[src/rtl/button_counter_if.sv]
// Key inputs and counter/status outputs of the DE10-Lite button counter controller.
// The controller uses the slave view; the board top or bench uses the master view.
interface button_counter_if;
    logic [1:0] key_n;
    logic [3:0] count;
    logic [1:0] state;
    logic       locked;
    logic       inc_pulse;
    logic [1:0] key_db;

    modport master (
        output key_n,
        input  count,
        input  state,
        input  locked,
        input  inc_pulse,
        input  key_db
    );

    modport slave (
        input  key_n,
        output count,
        output state,
        output locked,
        output inc_pulse,
        output key_db
    );
endinterface

[src/rtl/button_counter_ctrl.sv]
// Synchronises and debounces two active-low keys and runs the Increment/Display/Lock FSM
// that owns the single-digit count register.
module button_counter_ctrl #(
    parameter int unsigned TICK_DIV       = 500000,
    parameter int unsigned DEBOUNCE_TICKS = 4,
    parameter int unsigned MAX_COUNT      = 9
) (
    input  logic                 clk,
    input  logic                 rst,
    button_counter_if.slave      bus_io
);

    localparam int unsigned TickW = $clog2(TICK_DIV);

    typedef enum logic [1:0] {
        StIncrement = 2'b00,
        StDisplay   = 2'b01,
        StLock      = 2'b10
    } state_e;

    logic [1:0]       sync1_q, sync2_q;
    logic [TickW-1:0] tick_cnt_q, tick_cnt_d;
    logic             tick;
    logic [1:0][3:0]  stable_q, stable_d;
    logic [1:0]       key_db_q, key_db_d;
    logic [1:0]       key_db_prev_q;
    logic [1:0]       armed_q, armed_d;
    logic [1:0]       press_q;
    state_e           state_q;
    logic [3:0]       count_q;
    logic             locked_q;
    logic             inc_pulse_q;

    assign tick       = (tick_cnt_q == TickW'(TICK_DIV - 1));
    assign tick_cnt_d = tick ? '0 : tick_cnt_q + TickW'(1);

    // A key is armed only once it has been sampled released, so a key held through
    // reset cannot produce a press until it has been let go.
    always_comb begin
        key_db_d = key_db_q;
        stable_d = stable_q;
        armed_d  = armed_q;
        if (tick) begin
            for (int i = 0; i < 2; i++) begin
                if (sync2_q[i] != key_db_q[i]) begin
                    if (stable_q[i] + 4'd1 == 4'(DEBOUNCE_TICKS)) begin
                        key_db_d[i] = sync2_q[i];
                        stable_d[i] = 4'd0;
                    end else begin
                        stable_d[i] = stable_q[i] + 4'd1;
                    end
                end else begin
                    stable_d[i] = 4'd0;
                    if (sync2_q[i]) armed_d[i] = 1'b1;
                end
            end
        end
    end

    always_ff @(posedge clk or posedge rst) begin
        if (rst) begin
            sync1_q       <= 2'b11;
            sync2_q       <= 2'b11;
            tick_cnt_q    <= '0;
            stable_q      <= '0;
            key_db_q      <= 2'b11;
            key_db_prev_q <= 2'b11;
            armed_q       <= 2'b00;
            press_q       <= 2'b00;
        end else begin
            sync1_q       <= bus_io.key_n;
            sync2_q       <= sync1_q;
            tick_cnt_q    <= tick_cnt_d;
            stable_q      <= stable_d;
            key_db_q      <= key_db_d;
            key_db_prev_q <= key_db_q;
            armed_q       <= armed_d;
            press_q       <= armed_q & key_db_prev_q & ~key_db_q;
        end
    end

    // Lock/unlock takes priority over increment in every state.
    always_ff @(posedge clk or posedge rst) begin
        if (rst) begin
            state_q     <= StIncrement;
            count_q     <= 4'd0;
            locked_q    <= 1'b0;
            inc_pulse_q <= 1'b0;
        end else begin
            inc_pulse_q <= 1'b0;
            unique case (state_q)
                StIncrement: begin
                    if (press_q[0]) begin
                        state_q  <= StLock;
                        locked_q <= 1'b1;
                    end else if (press_q[1]) begin
                        count_q     <= (count_q == 4'(MAX_COUNT)) ? 4'd0 : count_q + 4'd1;
                        inc_pulse_q <= 1'b1;
                        state_q     <= StDisplay;
                    end
                end
                StDisplay: begin
                    if (press_q[0]) begin
                        state_q  <= StLock;
                        locked_q <= 1'b1;
                    end else if (key_db_q[1]) begin
                        state_q <= StIncrement;
                    end
                end
                StLock: begin
                    if (press_q[0]) begin
                        state_q  <= StIncrement;
                        locked_q <= 1'b0;
                    end
                end
                default: begin
                    state_q  <= StIncrement;
                    locked_q <= 1'b0;
                end
            endcase
        end
    end

    assign bus_io.count     = count_q;
    assign bus_io.state     = state_q;
    assign bus_io.locked    = locked_q;
    assign bus_io.inc_pulse = inc_pulse_q;
    assign bus_io.key_db    = key_db_q;

endmodule

[src/flat_wrapper.sv]
// flat-port wrapper written by rule: the top's interface ports become plain ports
module button_counter_ctrl_flat 
#(
    parameter int unsigned TICK_DIV       = 500000,
    parameter int unsigned DEBOUNCE_TICKS = 4,
    parameter int unsigned MAX_COUNT      = 9
)
  (clk, rst, bus_io_key_n, bus_io_count, bus_io_state, bus_io_locked, bus_io_inc_pulse, bus_io_key_db);
  button_counter_if bus_io_i ();
  input  logic clk;
  input  logic rst;
  input wire logic [$bits(bus_io_i.key_n)-1:0] bus_io_key_n;
  output wire logic [$bits(bus_io_i.count)-1:0] bus_io_count;
  output wire logic [$bits(bus_io_i.state)-1:0] bus_io_state;
  output wire logic [$bits(bus_io_i.locked)-1:0] bus_io_locked;
  output wire logic [$bits(bus_io_i.inc_pulse)-1:0] bus_io_inc_pulse;
  output wire logic [$bits(bus_io_i.key_db)-1:0] bus_io_key_db;
  assign bus_io_i.key_n = bus_io_key_n;
  assign bus_io_count = bus_io_i.count;
  assign bus_io_state = bus_io_i.state;
  assign bus_io_locked = bus_io_i.locked;
  assign bus_io_inc_pulse = bus_io_i.inc_pulse;
  assign bus_io_key_db = bus_io_i.key_db;
  button_counter_ctrl #(.TICK_DIV(TICK_DIV), .DEBOUNCE_TICKS(DEBOUNCE_TICKS), .MAX_COUNT(MAX_COUNT)) u_core (.clk(clk), .rst(rst), .bus_io(bus_io_i));
endmodule
[config.mk]
export PLATFORM = sky130hd
export DESIGN_NAME = button_counter_ctrl_flat
export DESIGN_NICKNAME = d
export VERILOG_FILES = /design/src/rtl/button_counter_if.sv /design/src/rtl/button_counter_ctrl.sv /design/src/flat_wrapper.sv
export SDC_FILE = /design/constraint.sdc
export NUM_CORES = 1
export LEC_CHECK = 0
export ABC_CLOCK_PERIOD_IN_PS = 3170
export CORE_MARGIN = 5
export CORE_UTILIZATION = 62
export DETAILED_ROUTE_END_ITERATION = 7
export PLACE_DENSITY = 0.83
export SYNTH_ARGS = -nofsm -noshare
export SYNTH_HDL_FRONTEND = slang
export SYNTH_SLANG_ARGS = --single-unit
[constraint.sdc]
create_clock -name clk -period 3.17 [get_ports clk]
set_input_delay 0.634 -clock clk [delete_from_list [all_inputs] [get_ports clk]]
set_output_delay 0.634 -clock clk [all_outputs]
set_load 0.005 [all_outputs]
# After elaboration in Yosys (flattened, before gate mapping)
# Cells that the tools add are included.
# word_totals
reg_bits	47
latchBits	0
mem_bits_rw	0
romBits	0
in_bits	4
out_inout_bits	10
elab_cells	64
memories	0
# op_classes
n_addsub	4
multipliers	0
div	0
n_lt_le_gt_ge	0
n_eq_ne	12
shifts	0
n_mux	18
n_bitwise	6
n_reduce_logical	9
# op_table
cell	count
4-bit two-way mux	5
19-bit by 1-bit adder with 19-bit output (second input constant)	1
19-bit equality test (second input constant)	1
19-bit two-way mux	1
3-bit AND reduction	6
4-bit by 1-bit adder with 4-bit output (second input constant)	3
2-bit two-way mux	5
4-bit by 3-bit equality test with 1-bit output (second input constant)	2
3-bit by 1-bit != test with 1-bit output (second input constant)	2
2-bit case mux with 3 select lines	1
1-bit two-way mux	5
2-bit bitwise AND	2
4-bit equality test (second input constant)	1
2-bit by 1-bit != test with 1-bit output (second input constant)	2
1-bit NOT	3
2-bit by 1-bit equality test with 1-bit output (second input constant)	1
2-bit equality test (second input constant)	1
2-bit zero test	1
1-bit != test	2
2-bit NOT	1
1-bit case mux with 2 select lines	1
2-bit AND reduction	1
2-bit OR reduction	1

# Longest topological paths before layout
# Gate-level depths: netlist (run 1).
# depth
ltp_word	4
depth_mapped	6
mapped_depth_nobuf	5

# Least setup slack after synthesis (run 1)
# No wires, ideal clock.
# synth_timing
kind	reg2reg
start	register u_core.tick_cnt_q[0]
end	register u_core.key_db_q[1] (netlist: u_core.bus_io.key_db[1])
arrival_ns	1.560
path_slack_ns	1.525
stages_incl_launch_ff	7
period_less_slack_ns	1.645
cell_sequence	dfrtp_1 -> ha_1 -> and3_2 -> nand3_1 -> buf_2 -> nor3b_1 -> mux2_1
# synth_via
elab_chain_cells	2
# synth_lines
element	line_no	text
start: declaration	button_counter_ctrl.sv:22	logic [TickW-1:0] tick_cnt_q, tick_cnt_d;
start signal: assignment	button_counter_ctrl.sv:73	tick_cnt_q <= tick_cnt_d;
19-bit equality test	button_counter_ctrl.sv:34	assign tick = (tick_cnt_q == TickW'(TICK_DIV - 1));
3-bit AND reduction (no source line)	-	
end signal: assignment	button_counter_ctrl.sv:75	key_db_q <= key_db_d;
end: declaration	button_counter_ctrl.sv:25	logic [1:0] key_db_q, key_db_d;
# No other way between the ends.
# A chain may end at the register's enable or synchronous reset.

# Worst setup path in the final report (run 1)
# layout_timing
start	register u_core.tick_cnt_q[6]
end	register u_core.stable_q[0] (netlist name)
# layout_via
elab_chain_cells	1
# layout_lines
element	line_no	text
19-bit equality test	button_counter_ctrl.sv:34	
end signal: assignment	button_counter_ctrl.sv:74	stable_q <= stable_d;
end: declaration	button_counter_ctrl.sv:24	logic [1:0][3:0] stable_q, stable_d;
# No other way between the ends.

==> impl_results.md, run 1 <==
- Global-route met1 utilization: 0.2561
- Total placed cells including tap cells: 242
- Post-DP HPWL: 2835 microns
- Multi-input gate area: 890.9 sq um
- Layout cells sized above 1: 0.1324
- Register area: 1186 sq um
- Post-synth EDFFs: 0
- Routability congestion estimate: 0.8010
- Fill cell count: 252
- Status: finished clean
- RSZ-0062 raised after global routing: no
- Synth Flop Type: dfrtp_1
- Worst rel slew slack: 0.6234
- Clk_lat worst skew: 370 ps
- #FFs+latches synth: 47
- Pin count of the biggest net entering global routing: 48
- Layout area overhead: 11.39%
- Max-slew violations: 0
- PD cells: 382.6 nW/um^2
- Final total power: 0.9039 mW
- Drt total wl: 3859 microns
- Post-cts sizing count: 0
- Port bufs: 13
- CP Capture Type: register
- Vias per inst: 5.700
- Vias in the first global route: 1474
- Post-Route Skew: 12.85 ps
- First-pass GRT wire length: 6824 microns
- Max-Cap Viols: 0
- Hold_buf cts: 0
- Synth Warn #: 0
- Drt first pass iters: 4
- Crit share post-route: 0.7120
- Final ANT Viol Nets: 0
- Wire length per cell: 15.44 microns
- Global Route Usage Sum: 0.2009
- # diodes: 0
- Post-synth ARST share: 1.000
- Mapped cell area: 2121 sq um
- Global routing usage on met3: 0.05419
- GR Util met2: 0.3099
- Post-synth top area share: 0.4602
- Top Ports: 14
- Synth area leaders: dfrtp_1 (46%), dfstp_2 (9.9%), xnor2_1 (5.4%)
- Final #Nets: 210
- Hold Fails Final Rpt: 0
- Crit path arrival time: 2510 ps
- Netlist cell types: 41
- Initial core utilization: 0.6355
- Worst-Margin Slew: 564.9 ps
- Most frequent cells in the layout: dfrtp_1 (39), nor2_1 (18), xnor2_1 (13), clkdlybuf4s50_1 (13), nand3_1 (11)
- TritonCTS clock tree: done
- Die H: 68.49 microns
- Crit-path max FO: 13
- Tmin final: 2257 ps
- Core region area: 3337 sq um
- Post-CTS setup buffer count: 0
- Cts bufs inserted: 5
- Final cell count without fillers: 250
- Mean Syn Cell Area: 11.53 sq um
- Die Wd: 68.49 microns
- Clk root buf: clkbuf_4
- Pre-CTS WS: 992.8 ps
- Crit Path Class: reg -> reg
- Commonest non-fill, non-tap cell in the layout: dfrtp_1
- Fmax: 443.1 MHz
- H-tree depth: 2
- Syn nets: 191
- Grt peak-use layer: met2
- Setup TNS: 0 ps
- Die area: 4690 sq um
- Leak Pwr: 1.042 nW
- Yosys top cell by area: dfrtp_1
- Row Count: 21
- Data required, critical path: 3420 ps
- Cells after Synth: 184
- HP Class: reg -> reg
- VDD IR max: 0.0003373 V
- Vias: 1425
- Clock transition at path regs: 130 ps
- Clk sink count: 47
- Antenna violations before repair: 0
- Setup WS post-layout: 913.0 ps
- Detailed router's first-iteration violation count: 69
- Proportion of synthesized chip area in sequential cells: 0.5593
- Gr ovfl total: 0
- Startpoint types: register
- Final setup vio count: 0
- DRC: 0
- Clock Path Buffers: 2
critical path: stages, from the launching register on:
cell	delay [ps]
dfrtp_1	450
nor4_1	300
nand4_1	450
nor2_1	400
buf_4	220
mux2_1	320
area by class of cell:
cell class,instances,area share
sequential,47,0.5021
multi-input combinational,127,0.3771
timing repair buffer,15,0.06144
tap,46,0.02436
clock buffer,5,0.01589
inverter,7,0.01112
clock inverter,3,0.007945
per-stage QoR:
step / utilization / area, sq um / hold WS [ps]
2_1_floorplan: - / 2121 / 345.2
3_3_place_gp: 0.6910 / 2306 / 348.1
3_5_place_dp: 0.6910 / 2306 / 347.6
4_1_cts: 0.7079 / 2362 / 366.3
5_1_grt: 0.7079 / 2362 / 369.7
6_report: 0.7079 / 2362 / 364.5
logic make-up after synthesis:
| logic type | Yosys count | synth area share |
|---|---|---|
| xor+xnor | 20 | 0.08260 |
| fa+ha+maj | 3 | 0.01770 |
| buf+inv | 10 | 0.02065 |
| simple gates | 74 | 0.2136 |
| flops | 47 | 0.5593 |
| mux | 6 | 0.03068 |
| compound gates | 24 | 0.07552 |
layer usage:
layer | up-vias | wire length, microns | share of wire
met5 | - | 0 | 0
met4 | 0 | 111 | 0.029
met3 | 13 | 106 | 0.027
met2 | 23 | 1917 | 0.50
met1 | 699 | 1724 | 0.45
li1 | 690 | - | -
power by group:
| group | switching (mW) | total, mW | internal, mW | leakage [nW] |
|---|---|---|---|---|
| Combinational | 0.0142 | 0.0203 | 0.00606 | 0.392 |
| Sequential | 0.00191 | 0.606 | 0.605 | 0.614 |
| Clock | 0.190 | 0.277 | 0.0869 | 0.0354 |
cell usage after synthesis, types with 2 or more instances:
library cell	number
and3_1	4
dfrtp_1	39
nor4_2	2
nor2_1	18
o21ai_0	9
mux2i_1	2
ha_1	3
mux2_1	3
xor2_1	7
nor4_1	2
or3_1	2
o211ai_1	2
xnor2_1	13
nor3b_1	3
nand2_1	6
a31o_2	2
dfstp_2	8
nand3b_1	3
inv_1	7
o31ai_1	5
a21o_1	2
nor3_1	6
nand3_1	11
nand2b_1	3
nand4_1	5
buf_2	2
registers in the layout, summed over array words and instances (netlist names):
name,flops
u_core.armed_q,2
u_core.bus_io.count,4
u_core.bus_io.inc_pulse,1
u_core.bus_io.key_db,2
u_core.bus_io.locked,1
u_core.bus_io.state,2
u_core.key_db_prev_q,2
u_core.press_q,2
u_core.stable_q,8
u_core.sync1_q,2
u_core.sync2_q,2
u_core.tick_cnt_q,19
final timing paths:
kind,startpoint,end,slack [ps],depth (start not counted)
setup / recovery,u_core.tick_cnt_q[6],u_core.stable_q[0],910,5
hold / removal,u_core.sync1_q[0],u_core.sync2_q[0],360,0
setup reg to reg,u_core.tick_cnt_q[6],u_core.stable_q[0],910,5
hold reg to reg,u_core.sync1_q[0],u_core.sync2_q[0],360,0
max in group asynchronous,rst,u_core.bus_io.key_db[0],2080,3
min in group asynchronous,rst,u_core.armed_q[1],710,3
Note: power is estimated with default switching activity, not from simulation.
==> run 2, diff against run 1 <==
Settings changed: ABC_CLOCK_PERIOD_IN_PS 3170 to 2350, CORE_UTILIZATION 62 to 58, PLACE_DENSITY 0.83 to 0.78.
Clock period 3.17 ns to 2.35 ns, I/O delays scaled along.
==> run 2 against run 1 <==
Compared with the run above:
- clock power up 83%
- first-iteration DRC count up 71%
- register-to-register slack worse by 510 ps
- combinational power up 50%
- cell area up 2.9%
- die area up 5.9%
- via count up 0.56%
- non-clock buffer count up 2
- largest power group unchanged
==> impl_results.md, run 2 (same netlist as run 1, synthesis figures left out) <==
- Largest Register: u_core.tick_cnt_q
- Gr ovfl total: 0
- Layout area overhead: 14.63%
- Max-slew violations: 0
- Final setup vio count: 0
- Final ANT Viol Nets: 0
- R2R Path End: u_core.stable_q[4]
- Vias in the first global route: 1485
- CP Capture Type: register
- Hold Fails Final Rpt: 0
- # diodes: 0
- Global Route Usage Sum: 0.1743
- DRC: 0
- Crit-path max FO: 7
- Worst-Margin Slew: 726.0 ps
- Final #Nets: 212
- Clk root buf: clkbuf_8
- Row Count: 22
- Most frequent cells in the layout: dfrtp_1 (39), nor2_1 (18), xnor2_1 (13), clkdlybuf4s50_1 (13), nand3_1 (11)
- Port bufs: 13
- Clk sink count: 47
- Max-Cap Viols: 0
- Setup TNS: 0 ps
- Crit path arrival time: 2150 ps
- RSZ-0062 raised after global routing: no
- Initial core utilization: 0.5881
- Clock Path Buffers: 2
- Hold_buf cts: 0
- Final cell count without fillers: 254
- VDD IR max: 0.0004342 V
- Post-CTS setup buffer count: 0
- Fmax: 514.1 MHz
- Total placed cells including tap cells: 246
- Status: finished clean
- HP Class: reg -> reg
- Reg-to-Reg Start: u_core.tick_cnt_q[0]
- Vias: 1433
- Crit share post-route: 0.8277
- Clk_lat worst skew: 310 ps
- Leak Pwr: 1.068 nW
- Tmin final: 1945 ps
- Startpoint types: register
- TritonCTS clock tree: done
- Final total power: 1.355 mW
- Core region area: 3606 sq um
- PD cells: 557.2 nW/um^2
- Post-Route Skew: 9.683 ps
- Worst setup path startpoint: u_core.tick_cnt_q[0]
- Detailed router's first-iteration violation count: 118
- Die Wd: 70.47 microns
- Data required, critical path: 2550 ps
- Routability congestion estimate: 0.8246
- Drt first pass iters: 4
- First-pass GRT wire length: 6768 microns
- Drt total wl: 3789 microns
- Crit Path Class: reg -> reg
- Max FFs per register: 19
- FF-to-FF path depth: 5
- Antenna violations before repair: 0
- Commonest non-fill, non-tap cell in the layout: dfrtp_1
- Critical path endpoint: u_core.stable_q[4]
- Worst reg-to-reg setup slack: 400 ps
- Launch point of the worst hold path: u_core.sync1_q[0]
- Die H: 70.47 microns
- Vias per inst: 5.642
- Worst rel slew slack: 0.5130
- Post-DP HPWL: 2815 microns
- Die area: 4966 sq um
- Pin count of the biggest net entering global routing: 28
- Clock transition at path regs: 90 ps
- Wire length per cell: 14.92 microns
- Cts bufs inserted: 5
- Top Ports: 14
- Layout cells sized above 1: 0.1408
- Post-cts sizing count: 0
- H-tree depth: 2
[run 2: cell count changes in the layout (fill, tap and decap cells not counted)]
cell      delta
clkbuf_8     +5
clkbuf_4     -5
buf_12       +1
inv_6        +1
buf_4        +1
clkinv_2     -2
clkinv_4     +1
[run 2: cell type report]
cell class / instances / area (sq um)
inverter: 7 / 26.28
multi-input combinational: 127 / 890.9
sequential: 47 / 1186
timing repair buffer: 17 / 172.7
fill: 261 / 1175
tap: 48 / 60.06
clock buffer: 5 / 68.82
clock inverter: 3 / 26.28
[run 2: per-stage QoR]
step / worst slack [ps] / utilization / hold WS [ps] / instance area (sq um)
2_1_floorplan: 705.4 / - / 345.2 / 2121
5_1_grt: 230.4 / 0.6742 / 369.8 / 2431
3_5_place_dp: 421.7 / 0.6478 / 348.2 / 2336
4_1_cts: 404.6 / 0.6742 / 363.7 / 2431
3_3_place_gp: 490.6 / 0.6478 / 345.9 / 2336
6_report: 404.8 / 0.6742 / 361.3 / 2431
[run 2: power by group]
part,switching [mW],internal [mW],leakage [nW]
logic,0.0200,0.0104,0.405
clock network,0.288,0.219,0.0491
registers,0.00263,0.815,0.614
total,0.311,1.04,1.07
[run 2: worst min-delay path by stage]
| stage | cells past startpoint | endpoint |
|---|---|---|
| floorplan | 0 | u_core.sync2_q[0] |
| global placement | 0 | u_core.sync2_q[1] |
| detailed placement | 0 | u_core.sync2_q[0] |
| CTS | 0 | u_core.sync2_q[0] |
| global route | 0 | u_core.sync2_q[1] |
| finish | 0 | u_core.sync2_q[0] |
[run 2: worst max-delay path: stages, from the launching register on]
cell and delay [ps]:
dfrtp_1 400, ha_1 220, and3_2 240, nand3_1 210, nor2_1 390, mux2_2 380
[run 2: layer usage]
metal / wire (microns) / track usage / share of wire
met1: 1543 / 0.2065 / 0.41
met2: 2027 / 0.3004 / 0.53
met3: 165 / 0.04892 / 0.044
met4: 53 / 0.06170 / 0.014
met5: 0 / 0 / 0
